<file path="src/rtl/iis_tx_frame_ctrl.sv">
// IIS transmit FIFO read-side controller: prefetches one L/R frame, hands it to the serializer, flags underruns.
// Optional IIS_TXCTRL_UNDERRUN_CNT_EN builds the saturating underrun counter; otherwise underrun_cnt reads 0.
module iis_tx_frame_ctrl #(
  parameter int DATA_WIDTH = 16
) (
  input  logic                  clk,
  input  logic                  rst_n,
  input  logic                  enable,
  input  logic                  fifo_empty,
  output logic                  fifo_rd_en,
  input  logic                  fifo_vaild,
  input  logic [DATA_WIDTH-1:0] fifo_dout,
  input  logic                  frame_req,
  output logic [DATA_WIDTH-1:0] left_data,
  output logic [DATA_WIDTH-1:0] right_data,
  output logic                  frame_valid,
  output logic                  underrun,
  output logic [15:0]           underrun_cnt,
  output logic                  busy
);

  typedef enum logic [2:0] {
    S_IDLE, S_RD_L, S_WAIT_L, S_RD_R, S_WAIT_R, S_FULL
  } state_t;

  state_t                r_state, w_next;
  logic [DATA_WIDTH-1:0] r_stage_l, r_stage_r;
  logic [DATA_WIDTH-1:0] r_left, r_right;
  logic                  r_fv, r_ur;
  logic                  w_rd_en, w_deliver, w_under, w_cap_l, w_cap_r;

  always_ff @(posedge clk) begin
    if (!rst_n) r_state <= S_IDLE;
    else        r_state <= w_next;
  end

  always_comb begin
    w_next    = r_state;
    w_rd_en   = (r_state == S_RD_L || r_state == S_RD_R) && !fifo_empty && enable;
    w_deliver = frame_req && enable && (r_state == S_FULL);
    w_under   = frame_req && enable && (r_state != S_FULL);
    w_cap_l   = (r_state == S_WAIT_L) && fifo_vaild;
    w_cap_r   = (r_state == S_WAIT_R) && fifo_vaild;
    case (r_state)
      S_IDLE:   if (enable) w_next = S_RD_L;
      S_RD_L:   if (!enable) w_next = S_IDLE; else if (w_rd_en) w_next = S_WAIT_L;
      // an issued read always completes before honouring enable=0
      S_WAIT_L: if (fifo_vaild) w_next = enable ? S_RD_R : S_IDLE;
      S_RD_R:   if (!enable) w_next = S_IDLE; else if (w_rd_en) w_next = S_WAIT_R;
      S_WAIT_R: if (fifo_vaild) w_next = enable ? S_FULL : S_IDLE;
      S_FULL:   if (!enable) w_next = S_IDLE; else if (frame_req) w_next = S_RD_L;
      default:  w_next = S_IDLE;
    endcase
  end

  always_ff @(posedge clk) begin
    if (!rst_n) begin
      r_stage_l <= '0;
      r_stage_r <= '0;
    end else begin
      if (w_cap_l) r_stage_l <= fifo_dout;
      if (w_cap_r) r_stage_r <= fifo_dout;
    end
  end

  // mute on underrun; a partially staged frame is kept so L/R stay paired
  always_ff @(posedge clk) begin
    if (!rst_n) begin
      r_left  <= '0;
      r_right <= '0;
      r_fv    <= 1'b0;
      r_ur    <= 1'b0;
    end else begin
      r_fv <= w_deliver;
      r_ur <= w_under;
      if (w_deliver) begin
        r_left  <= r_stage_l;
        r_right <= r_stage_r;
      end else if (w_under) begin
        r_left  <= '0;
        r_right <= '0;
      end
    end
  end

`ifdef IIS_TXCTRL_UNDERRUN_CNT_EN
  logic [15:0] r_ur_cnt;
  always_ff @(posedge clk) begin
    if (!rst_n)                            r_ur_cnt <= '0;
    else if (w_under && r_ur_cnt != 16'hFFFF) r_ur_cnt <= r_ur_cnt + 16'd1;
  end
  assign underrun_cnt = r_ur_cnt;
`else
  assign underrun_cnt = 16'h0;
`endif

  assign fifo_rd_en  = w_rd_en;
  assign left_data   = r_left;
  assign right_data  = r_right;
  assign frame_valid = r_fv;
  assign underrun    = r_ur;
  assign busy        = (r_state != S_IDLE);

endmodule

</file>
<file path="config.mk">
export PLATFORM = sky130hd
export DESIGN_NAME = iis_tx_frame_ctrl
export DESIGN_NICKNAME = d
export VERILOG_FILES = /design/src/rtl/iis_tx_frame_ctrl.sv
export SDC_FILE = /design/constraint.sdc
export NUM_CORES = 1
export LEC_CHECK = 0
export ABC_CLOCK_PERIOD_IN_PS = 1800
export BUFFER_PORTS_ARGS = -buffer_cell sky130_fd_sc_hd__buf_4
export CAP_MARGIN = 15
export CORE_MARGIN = 2
export CORE_UTILIZATION = 51
export DETAILED_ROUTE_END_ITERATION = 8
export PLACE_DENSITY = 0.82
export SLEW_MARGIN = 20
export SYNTH_ARGS = -nofsm -noshare
export SYNTH_HDL_FRONTEND = slang
export SYNTH_SLANG_ARGS = --single-unit
</file>
<file path="constraint.sdc">
create_clock -name clk -period 1.8 [get_ports clk]
set_clock_uncertainty 0.1 [all_clocks]
set_input_delay 0.18 -clock clk [delete_from_list [all_inputs] [get_ports clk]]
set_output_delay 0.18 -clock clk [all_outputs]
set_load 0.1 [all_outputs]
</file>
**Word-level counts from Yosys, hierarchy flattened**

Index checks and enable logic that the tools add are counted.

- Shift-type cells: 0
- $add $sub $neg: 0
- Div/mod/pow operators: 0
- Order comparisons: 0
- Reductions and logical operators: 13
- Bitwise logic cells: 0
- Multiply operators: 0
- Multiplexer cells: 15
- Equality and inequality tests: 12

Operators with widths:

| cell | count |
|---|---|
| two-way mux 16 bit | 3 |
| two-way mux 3 bit | 10 |
| one-hot mux 3 bit (6 select lines) | 1 |
| inequality test 3 bit (second input constant) | 4 |
| logical AND 1 bit | 7 |
| == test 3 x 2 -> 1 bit (second input constant) | 2 |
| == test 3 bit (second input constant) | 2 |
| inequality test 2 bit (second input constant) | 3 |
| AND reduction 6 bit | 1 |
| == test 3 x 1 -> 1 bit (second input constant) | 1 |
| logical NOT 3 bit | 1 |
| nonzero test 3 bit | 1 |
| two-way mux 2 bit | 1 |
| nonzero test 2 bit | 1 |
| logical NOT 1 bit | 1 |
| logical OR 1 bit | 1 |

- Latch bits: 0
- Memories: 0
- Bits of input ports: 22
- ROM bits: 0
- Memory bits (writable): 0
- Register bits after elaboration: 69

**Longest topological paths before layout**

- Depth in word-level cells: 7
- Mapped depth: 7
- Gate-level depth less buffers: 4

**Worst setup path before layout**

OpenSTA, ideal clock, no wires.

- Path kind: register to output
- Start: register r_state[0]
- End: output fifo_rd_en
- Arrival time: 3.374 ns
- Setup slack: -1.854 ns
- Cell stages (with the launch flop): 3
- Data required time: 1.520 ns
- Cells stage by stage: dfxtp_1 -> buf_6 -> nor4bb_1

- Cells in the longest elaborated chain, start to end: 4

RTL lines:

| element | line | RTL |
|---|---|---|
| start: declaration | 26 | `state_t r_state, w_next;` |
| start signal: assignment | 34 | `else r_state <= w_next;` |
| == test 3 x 1 -> 1 bit or == test 3 x 2 -> 1 bit (tied branches) | 39 | `w_rd_en = (r_state == S_RD_L \|\| r_state == S_RD_R) && !fifo_empty && enable;` |
| logical OR 1 bit (*) | 39 |  |
| logical AND 1 bit (*) (2 in series) | 39 |  |
| end: declaration | 10 | `output logic fifo_rd_en,` |

Every way passes the cells marked *; elsewhere a longest branch is shown, timed or not.

**Final worst setup path**

- Start: register r_state[2]
- End: output busy

- Cells in the longest elaborated chain, start to end: 1

RTL lines:

| element | line | RTL |
|---|---|---|
| nonzero test 3 bit | 102 | `assign busy = (r_state != S_IDLE);` |
| end: declaration | 19 | `output logic busy` |

No other way between the ends.

==> summary by stage <==
Die
After floorplanning, the core was sized to cover 0.00504 mm2. 74 I/O pins were placed. The die footprint is 0.00573 mm2. The initial core utilization is 0.520.

The number of placement rows is 26. Measured along the y axis, the die boundary spans 75.7 um. The die span in x is 75.7 um.

Finish
The footprint of the flip-flops and latches is 0.00138 mm2. The relative area change from synthesis to final layout is 27.2%. Of the cells placed in the final design, the portion with a size suffix greater than 1 is 0.272.

The finished layout holds 416 standard cells, fillers aside. In the final design database the tool counted 364 nets. The number of filler cells placed in the layout is 393. With fillers left out, the area of the finished cells amounts to 0.00334 mm2. The number of antenna diodes is 0.

The multi-input combinational cells in the finished layout cover a total of 0.00103 mm2.

Place
Summed over all nets, the half-perimeter wirelength after detailed placement is 3770 um. The weighted congestion at the end of routability-driven global placement is 0.796. The number of placed instances, taps included, is 385. The cell area after placement is 0.00300 mm2.

At the placement stage, the worst setup path has a slack of 262 ps. The number of I/O port buffers is 57.

Hold path
The start point of the worst hold path is fifo_dout[2]. For hold timing, the worst endpoint is r_stage_r[2]$_SDFFE_PN0P_. In this run the worst hold path is classified as in2reg.

The cell depth of the worst min-delay path is 3.

Logic synthesis
Of the total synthesized cell area, the portion taken by XOR and XNOR cells is 0. Yosys attributes the largest share of cell area to dfxtp_1 53%, a22o_1 11%, nand2_1 9.7%, a21oi_1 5.5%, buf_4 4.9%. Of the total synthesized cell area, the portion taken by full adders, half adders and majority gates is 0. The number of flops mapped to enable cells by yosys is 0. The main combinational cell family by area after synthesis is compound AO/OA/AOI/OAI gates. The largest total area in the synthesized netlist belongs to dfxtp_1. The mean cell area of the mapped netlist is 9.75 um2. After synthesis, the netlist uses 33 different library cells. The proportion of synthesized area in mux cells is 0.00811.

The synthesized-area fraction occupied by ao, oa, aoi and oai cells is 0.201. The commonest register cell after synthesis is dfxtp_1. The post-synthesis sequential element count is 69. The combined area of all synthesized cells is 0.00262 mm2. Of the post-synthesis cell area, the dominant cell type holds 0.526. The post-synthesis sequential area ratio is 0.526.

The synthesized instance count is 269. Of the total synthesized cell area, the portion taken by AND, OR, NAND and NOR gates is 0.154. After synthesis, the share of flip-flops with an asynchronous set or reset is 0. The number of warnings printed during yosys synthesis is 0.

Drt
The remaining antenna violation count after routing is 0. For this run, the detailed router's first-pass iteration total came to 4. In the routed design, unresolved DRC markers number 0. Using the TritonRoute via totals, the vias-per-cell ratio works out to 5.07.

The routed layout has 2108 vias. In this run, the number of DRC markers left after iteration 0 of detailed routing was 189. The routed design has 5610 um of wire. In the final routed layout, each cell accounts on average for 13.5 um.

Clock network
The number of gates resized after CTS was 0. The clock insertion delay at the later pin of the skew report is 350 ps. Buffers inserted during clock tree synthesis total 9.

Clock-pin slew was measured on the worst setup and hold paths at 60 ps. The number of levels the H-tree was split into is 3. The longest clock path from root to sink contains 2 buffers. For this design, the sink count on the clock tree is 69. The TritonCTS clock tree is done. The clock root buffer master is clkbuf_8.

STA
The routed design could run at a clock period as short as 1690 ps. Across all hold checks on the routed design, the worst slack comes to 15.9 ps. The hold violation total from the final report is 0. The final worst-path cycle share is 0.936. The total count of max-transition violations in the final report is 0.

Setup repair after global routing left no endpoint under its margin. The count of endpoints failing setup in the final report is 0. The fmax is 593 MHz.

The worst setup slack after layout is 114 ps.

Outcome
The run finished with clean final reports.

Critical path
In this run the worst path has a maximum fanout of 7. The critical path is of the reg2out type. The worst setup path is launched from a flip-flop. The capture point of the worst reg-to-reg path is left_data[0]$_SDFFE_PN0P_.

The flop-to-flop setup slack is 260 ps. The worst register-to-register path has a depth of 5. Data on the critical path arrives at its endpoint at 1410 ps. The worst endpoint required time is 1520 ps. STA classifies the critical path endpoint as a primary output.

The worst register-to-register path begins at r_state[2]$_SDFFE_PN0P_.

Global route
The via count of the first global-routing pass came to 1986. Entering global routing, the biggest net connects 30 pins. The number of antenna violations at the first check in global routing is 0. The total overflow left after global routing is 0.

The wire length of the first global-routing pass is 9190 um. In the global route stage, overall resource usage came out at 0.219.

Power
The standby leakage power is 1.37 nW. The maximum vdd ir drop is 0.000603 V. After layout, the design draws a total of 3.06 mW. Power spread over the standard cell area amounts to 916 mW/mm2.

Flow run
The number of violations of the max-capacitance limit is 0.
-- cell usage after synthesis (2+ instances only) --
| library cell | number |
|---|---|
| dfxtp_1 | 69 |
| nand2_1 | 68 |
| a22o_1 | 32 |
| a21oi_1 | 29 |
| buf_4 | 17 |
| buf_6 | 8 |
| a21oi_2 | 6 |
| buf_2 | 6 |
| clkbuf_1 | 3 |
| nand3_1 | 3 |
| nor2b_1 | 3 |
| nor2_4 | 2 |
| nor3b_1 | 2 |
| o21a_1 | 2 |
-- worst max path at each step --
stage / startpoint / end / depth (start not counted)
floorplan: r_state[2]$_SDFFE_PN0P_ / fifo_rd_en / 2
global placement: r_state[2]$_SDFFE_PN0P_ / left_data[1]$_SDFFE_PN0P_ / 5
detailed placement: r_state[2]$_SDFFE_PN0P_ / right_data[8]$_SDFFE_PN0P_ / 5
CTS: r_state[2]$_SDFFE_PN0P_ / busy / 4
global route: r_state[2]$_SDFFE_PN0P_ / busy / 4
finish: r_state[2]$_SDFFE_PN0P_ / busy / 4
-- what timing repair did --
action / 4_1_cts / 5_1_grt
endpoints found under the hold margin: 23 / 0
hold buffers: 16 / 0
setup buffers: 0 / 0
-- metal layers --
layer	GRT usage	vias up	wire length (um)
met5	0	-	0
met4	0.0760	0	102
met3	0.0886	11	371
met2	0.349	83	2700
met1	0.269	980	2430
li1	-	1034	-
-- worst max-delay path: stages, from the launching register on --
cell and delay, ps:
dfxtp_1 470, buf_4 200, nor2_4 40, nand2_1 70
buf_4 280
-- registers in the layout, indices dropped and copies added (netlist names) --
name	count
underrun	1
left_data	16
r_stage_r	16
r_state	3
right_data	16
frame_valid	1
r_stage_l	16
-- through the flow --
| stage | utilization | TNS [ps] |
|---|---|---|
| 2_1_floorplan | - | -15.1 |
| 3_3_place_gp | 0.596 | 0 |
| 3_5_place_dp | 0.596 | 0 |
| 4_1_cts | 0.662 | 0 |
| 5_1_grt | 0.662 | 0 |
| 6_report | 0.662 | 0 |
-- layout make-up --
cell class | instances | share of cell area
clock buffer | 13 | 0.0416
clock inverter | 2 | 0.0105
inverter | 2 | 0.00225
multi-input combinational | 178 | 0.309
sequential | 69 | 0.414
tap | 70 | 0.0262
timing repair buffer | 82 | 0.196
-- cells in the final DEF, fill, tap and decap left out, drive strengths merged, types with 2 or more instances in the layout --
master	synthesis	routed
dlygate4sd3	0	16
nor3b	2	2
nand3	3	3
clkbuf	3	13
a21oi	35	35
buf	32	66
conb	1	16
nand2	68	68
dfxtp	69	69
a22o	32	32
nor2	3	3
nor2b	4	4
nand3b	2	2
inv	2	2
o21a	2	2
-- where the power goes --
group	switching, mW	internal [mW]	leakage (nW)
Sequential	0.0137	1.54	0.557
Clock	0.525	0.632	0.0875
Combinational	0.257	0.0911	0.726
-- cell families after synthesis --
group / Yosys count
AO/OA/AOI/OAI: 73
buffers and inverters: 37
flip-flops: 69
multiplexers: 2
other: 1
AND/OR/NAND/NOR: 87
Note: power is estimated with default switching activity, not from simulation.
